===== src/rtl/ctrl_seq.sv =====
// ctrl_seq: multi-cycle instruction controller (IDLE/FETCH/DECODE/EXEC/MEM/WB).
// Accepts a 2-bit opcode through a valid/ready handshake and sequences the
// register-bank write, ALU select and data-memory write strobes for it.
// Optional build macro CTRL_SEQ_STATS_EN adds a 16-bit completed-instruction
// counter output (instr_cnt).
module ctrl_seq #(
  parameter int MEM_WAIT = 2
) (
  input  logic       clk,
  input  logic       rst,
  input  logic       run,
  input  logic       instr_valid,
  input  logic [1:0] in,
  output logic       instr_ready,
  output logic       we,
  output logic       dmux,
  output logic       w,
  output logic       r,
  output logic [3:0] aluop,
  output logic       busy,
  output logic       done
`ifdef CTRL_SEQ_STATS_EN
  ,
  output logic [15:0] instr_cnt
`endif
);

  typedef enum logic [2:0] {
    IDLE   = 3'd0,
    FETCH  = 3'd1,
    DECODE = 3'd2,
    EXEC   = 3'd3,
    MEM    = 3'd4,
    WB     = 3'd5
  } state_t;

  localparam logic [1:0] OP_STORE  = 2'b11;
  localparam logic [3:0] WAIT_LOAD = 4'(MEM_WAIT - 1);

  state_t     state;
  state_t     state_nxt;
  logic [1:0] ir;
  logic [3:0] cnt;
  logic [3:0] alu_dec;

  // State register, instruction register and store wait counter
  always_ff @(posedge clk) begin
    if (rst) begin
      state <= IDLE;
      ir    <= 2'b00;
      cnt   <= 4'd0;
    end else begin
      state <= state_nxt;
      if (state == FETCH && instr_valid) begin
        ir <= in;
      end
      if (state == EXEC && ir == OP_STORE) begin
        cnt <= WAIT_LOAD;
      end else if (state == MEM && cnt != 4'd0) begin
        cnt <= cnt - 4'd1;
      end
    end
  end

  // Opcode to ALU operation mapping, only driven out in EXEC and WB
  always_comb begin
    alu_dec = 4'b1111;
    case (ir)
      2'b00:   alu_dec = 4'b0010;
      2'b01:   alu_dec = 4'b0110;
      2'b10:   alu_dec = 4'b0111;
      default: alu_dec = 4'b1111;
    endcase
  end

  // Next-state and Moore-style control outputs
  always_comb begin
    state_nxt   = state;
    instr_ready = 1'b0;
    we          = 1'b0;
    dmux        = 1'b0;
    w           = 1'b0;
    r           = 1'b0;
    aluop       = 4'b1111;
    busy        = 1'b0;
    done        = 1'b0;
    case (state)
      IDLE: begin
        if (run) state_nxt = FETCH;
      end
      FETCH: begin
        instr_ready = 1'b1;
        if (instr_valid)  state_nxt = DECODE;
        else if (!run)    state_nxt = IDLE;
      end
      DECODE: begin
        busy      = 1'b1;
        state_nxt = EXEC;
      end
      EXEC: begin
        busy  = 1'b1;
        aluop = alu_dec;
        dmux  = (ir == OP_STORE);
        if (ir == OP_STORE) state_nxt = MEM;
        else                state_nxt = WB;
      end
      MEM: begin
        busy = 1'b1;
        w    = 1'b1;
        dmux = 1'b1;
        if (cnt == 4'd0) begin
          done      = 1'b1;
          state_nxt = FETCH;
        end
      end
      WB: begin
        busy      = 1'b1;
        we        = 1'b1;
        aluop     = alu_dec;
        done      = 1'b1;
        state_nxt = FETCH;
      end
      default: begin
        state_nxt = IDLE;
      end
    endcase
  end

`ifdef CTRL_SEQ_STATS_EN
  // Count completed instructions, wrapping at 16 bits
  always_ff @(posedge clk) begin
    if (rst) begin
      instr_cnt <= 16'd0;
    end else if (done) begin
      instr_cnt <= instr_cnt + 16'd1;
    end
  end
`endif

endmodule


===== config.mk =====
export PLATFORM = sky130hd
export DESIGN_NAME = ctrl_seq
export DESIGN_NICKNAME = d
export VERILOG_FILES = /design/src/rtl/ctrl_seq.sv
export SDC_FILE = /design/constraint.sdc
export NUM_CORES = 1
export LEC_CHECK = 0
export CAP_MARGIN = 20
export CORE_ASPECT_RATIO = 1.25
export CORE_MARGIN = 2
export CORE_UTILIZATION = 30
export DETAILED_ROUTE_END_ITERATION = 7
export PLACE_DENSITY_LB_ADDON = 0.05
export REMOVE_ABC_BUFFERS = 1
export SETUP_SLACK_MARGIN = 0.4
export SYNTH_ARGS = -nofsm -noshare
export SYNTH_HDL_FRONTEND = slang
export SYNTH_SLANG_ARGS = --single-unit

===== constraint.sdc =====
create_clock -name clk -period 2.1 [get_ports clk]
set_input_delay 0.42 -clock clk [delete_from_list [all_inputs] [get_ports clk]]
set_output_delay 0.42 -clock clk [all_outputs]
set_load 0.01 [all_outputs]

# After elaboration in Yosys (flattened, before gate mapping)

Index checks and enable logic that the tools add are counted.

Bits in registers: 9
Output and inout bits: 11

Add/subtract/negate cells: 1
Equal/unequal tests: 11
Muxes and demuxes: 17
Reduce and logical (&&, ||, !) cells: 12

Operator list:

| operator                                            | count |
|---|---|
| case mux 3 bit (6 select lines)                     | 1 |
| two-way mux 3 bit                                   | 4 |
| case mux 4 bit (3 select lines)                     | 1 |
| two-way mux 1 bit                                   | 8 |
| equality test 3 x 2 -> 1 bit, second input constant | 2 |
| equality test 3 bit, second input constant          | 2 |
| equality test 2 bit, second input constant          | 2 |
| zero test 4 bit                                     | 1 |
| two-way mux 4 bit                                   | 1 |
| case mux 1 bit (2 select lines)                     | 2 |
| nonzero test 4 bit                                  | 1 |
| OR reduction 2 bit                                  | 2 |
| OR reduction 4 bit                                  | 1 |
| subtractor 4 x 1 -> 4 bit, second input constant    | 1 |
| equality test 3 x 1 -> 1 bit, second input constant | 1 |
| logical AND 1 bit                                   | 3 |
| zero test 3 bit                                     | 1 |
| != test 3 bit, second input constant                | 1 |
| AND reduction 3 bit                                 | 1 |
| equality test 2 x 1 -> 1 bit, second input constant | 1 |
| zero test 2 bit                                     | 1 |
| != test 2 x 1 -> 1 bit, second input constant       | 1 |
| != test 2 bit, second input constant                | 1 |
| nonzero test 2 bit                                  | 1 |

# Longest topological paths before layout

Word-level depth: 4
Depth in mapped cells: 6
Mapped depth without buffers: 6

# Least setup slack after synthesis

No wires, ideal clock.

Path type: register to output
Start: register state[1]
End: output aluop[2]
Arrival time: 1260 ps
Required time: 1680 ps
Setup slack: 420 ps
Cell stages (with the launch flop): 6
Cell sequence: dfxtp_1 buf_2 or2b_1 nand2_1 nand2_1 or3_1

Longest elaborated chain between the ends: 3

Ends and longest elaborated chain:

| element                                                                    | RTL line | source |
|---|---|---|
| start: declaration                                                         | 40       | `state_t state;` |
| start signal: assignment                                                   | 53       | `state <= state_nxt;` |
| equality test 3 x 2 -> 1 bit / equality test 3 bit (equally long branches) | 87       | `case (state)` |
| OR reduction 2 bit (no line) *                                             | -        |  |
| two-way mux 4 bit *                                                        | 87       |  |
| end: declaration                                                           | 19       | `output logic [3:0] aluop,` |

Every way passes the cells marked *; elsewhere a longest branch is shown, timed or not.

# Worst setup path in the final report

Start: register cnt[0]
End: output done

Longest elaborated chain between the ends: 3

Ends and longest elaborated chain:

| element                         | RTL line | source |
|---|---|---|
| start: declaration              | 43       | `logic [3:0] cnt;` |
| start signal: assignment        | 60       | `cnt <= cnt - 4'd1;` |
| zero test 4 bit                 | 111      | `if (cnt == 4'd0) begin` |
| two-way mux 1 bit               | 111      |  |
| case mux 1 bit (2 select lines) | 87       |  |
| end: declaration                | 21       | `output logic done` |

No other way between the ends.

==> reports/qor.yml <==
power_and_ir_drop:
  p_per_area_mw_per_mm2: 536.5
  static-leakage-power_nw: 0.3226
  p_sw_share_pct: 28.97
  power_frac_clock_pct: 32.3
  internal_power_mw: 0.2990
  total_power_mw: 0.4209
  combPwrFrac_pct: 21.8
  sequential_share_of_power_pct: 46.0
  switch_pwr_mw: 0.1219
  vdd_drop_max_mv: 0.3495
drt:
  route.vias.total: 531
  met3WireLength_um: 40
  wire_per_inst_um: 11.54
  drtIter0Drc: 2
  routed_wirelength_um: 1246
  drt.antenna.violating_nets: 0
  met2_length_um: 631
  wirelength_met1_um: 522
  post-route-drc-count: 0
  detail_route.first_pass.iterations: 2
  viasPerCell: 4.917
  top_signal_layer_used: "met4"
synth:
  post_synth_and_or_nand_nor_area_fraction_pct: 36.18
  area_fraction_of_the_dominant_cell_type_after_synthesis_pct: 33.18
  post_synth_main_area_contributors: "dfxtp_1 (33%), a21oi_1 (7.4%), nand3_1 (5.5%), nand2_1 (5.5%), buf_4 (4.1%)"
  combinational_family_with_the_most_area_after_synthesis: "simple AND/OR/NAND/NOR gates"
  synth-warning-count: 0
  mux_share_of_post_synthesis_cell_area_pct: 2.765
  post_synth.cell_area_avg_um2: 7.870
  synth_cell_types: 30
  ys_seq_elements: 9
  netlist_area_um2: 543.0
  share_of_the_synthesized_area_in_compound_gates_ao_oa_aoi_oai_pct: 11.52
  synth_top_cell_by_area: "dfxtp_1"
  synthXorXnorAreaFrac_pct: 4.839
  synth_adder_area_share_pct: 2.304
  synth_sequential_area_ratio_pct: 33.18
  gate_count_post_synth: 69
global_routing:
  gr-usage-all-layers_pct: 12.00
  grt_max_degree: 11
  grt_pass1_wl_um: 1856
  globalRoute.totalOverflow: 0
  grt_pass1_vias: 443
  antenna_found_initial: 0
cts:
  cts_max_path_buffers: 2
  tritoncts_num_sinks: 9
  worst_skew_pair.late_latency_ns: 0.26
  root_buffer_cell: "clkbuf_4"
  clkTransAtPathRegs_ns: 0.06
  cts_htree_levels: 1
  cts_buffers: 3
  tritoncts_clock_tree: "done"
worst_hold_path:
  worst_hold_path_type: "reg2reg"
final_layout:
  n_fill_cell: 189
  sequential_cell_area_um2: 185.2
  antenna_cells: 0
  final_nets: 97
  multi_input_area_um2: 367.9
  proportion_of_layout_cells_with_a_drive_suffix_above_1_pct: 41.57
  areaGrowthSynthToFinish_pct: 44.47
timing:
  rsz0062_at_grt: "yes"
  final_min_period_over_clock_period_pct: 89.14
  max_freq_ghz: 0.5342
  finalMaxSlewViolations: 0
  finalWorstSetupSlack_ns: 0.2280
  skew_ns: 0.005044
  finalCriticalPeriod_ns: 1.872
  setup-tns-final_ns: 0
  setup_violations: 0
  hold_viol_final: 0
placed_design:
  pre_cts_slack_ns: 0.06708
  global_placer_s_final_weighted_congestion: 0.7628
  detailed_place_hpwl_um: 982.1
  port_buffers: 14
die:
  floorplan.rows: 17
  core_region_area_mm2: 0.001744
  floorplan.die.height_um: 51.57
  starting_density_of_the_core_pct: 31.13
  die_width_um: 42.06
  dieArea_mm2: 0.002169
  top_level_ports: 17
setup_path:
  sum_of_buffers_and_inverters_on_the_critical_path: 2
  timing.critical_path.arrival_ns: 1.45
  cp_data_required_time_ns: 1.68
  timing.critical_path.max_delay_family: "simple AND/OR/NAND/NOR gates"
  critical-path-slowest-cell: "or3b_4"
  critPathCaptureType: "output pin"
  crit_path_cell_trace: "inv_2, ha_2, or3b_4, a21oi_2, buf_2"
  critical_path.startpoint_type: "register"
  worstPathMaxFanout: 2
  critical-path-max-stage-delay_ns: 0.38
  path_class: "reg2out"
run_status:
  result_of_the_run: "finished clean"
flow_run:
  cap_violations: 0
-- area by class of cell --
type | instances | share of cell area, %
timing repair buffer | 21 | 21.69
clock buffer | 4 | 3.349
tap | 19 | 3.030
sequential | 9 | 23.60
multi-input combinational | 52 | 46.89
inverter | 3 | 1.435
-- cells by family (layout without fill, tap and decap cells) --
kind of cell             count (synthesis)  count (layout)
AND/OR/NAND/NOR                         34              34
AO/OA/AOI/OAI                           11              11
flip-flops                               9               9
buffers and inverters                    8              28
XOR/XNOR                                 3               3
other                                    2               2
adder cells (fa/ha/maj)                  1               1
multiplexers                             1               1
-- registers in the layout, summed over array words and instances, names as in the netlist --
name / count
state: 3
ir: 2
cnt: 4
-- metrics by stage --
| step | cell area, µm² | util [%] | instances | hold slack [ns] |
|---|---|---|---|---|
| after detailed placement | 720.7 | 41.32 | 103 | 0.4761 |
| final | 784.5 | 44.98 | 108 | 0.4821 |
| after global routing | 784.5 | 44.98 | 108 | 0.5178 |
| after global placement | 720.7 | 41.32 | 103 | 0.4870 |
| after floorplan | 511.7 | - | 64 | 0.4478 |
| after CTS | 742.0 | 42.54 | 107 | 0.4849 |
-- Yosys cell counts (all sizes together) --
cell and count:
a21oi 8, xor2 2, mux2 1, and2 1
xnor2 1, nand3 6, nor2b 1, or2 1
or2b 1, o221ai 1, o311ai 1, dfxtp 9
nand2b 1, o21ai 1, or3b 1, nor3 5
buf 5, and2b 1, or3 1, ha 1
inv 3, nor3b 3, conb 2, nand2 9
nor2 3
-- tightest hold or removal path, cell delays in order, from the launching register on --
cell and delay (ns):
dfxtp_1 0.33, nand2_1 0.06, a21oi_1 0.05
-- routing by layer --
| metal | track usage [%] | up-vias |
|---|---|---|
| li1 | - | 275 |
| met1 | 12.39 | 239 |
| met2 | 21.35 | 11 |
| met3 | 2.083 | 6 |
| met4 | 9.375 | 0 |
| met5 | 0 | - |
-- power by group through the flow --
stage / clock network, mW / registers (mW) / logic [mW]
4_1_cts: 0.142 / 0.190 / 0.0883
6_report: 0.136 / 0.193 / 0.0916
3_3_place_gp: 0 / 0.193 / 0.0902
2_1_floorplan: 0 / 0.194 / 0.0395
3_5_place_dp: 0 / 0.193 / 0.0892
5_1_grt: 0.149 / 0.195 / 0.102
-- path summary, 6_finish.rpt --
kind | start | endpoint | slack [ns] | cells after the start
setup / recovery | cnt[0] | done | 0.23 | 5
setup reg to reg | cnt[0] | cnt[1] | 0.46 | 7
hold reg to reg | ir[0] | ir[0] | 0.48 | 2
hold / removal | ir[0] | ir[0] | 0.48 | 2
-- layout by cell type, fill, tap and decap left out, types with 2 or more instances in the layout --
cell and count:
nor3_1 4, buf_6 3, conb_1 2, inv_2 2
dfxtp_1 7, a21oi_1 7, buf_4 6, clkbuf_2 2
nor2_1 3, nand2_2 2, clkdlybuf4s50_1 5, nand3_1 4
clkbuf_4 3, xor2_1 2, nand2_1 6, buf_2 4
-- repair_timing --
action | CTS | global route
resized for setup | 39 | 15
pin swaps | 0 | 3
hold buffers | 0 | 0
endpoints found under the setup margin | 9 | 9
cloned | 0 | 0
hold endpoints to repair | 0 | 0
setup buffers | 0 | 1
No activity file was read; power rests on OpenSTA's default activity.
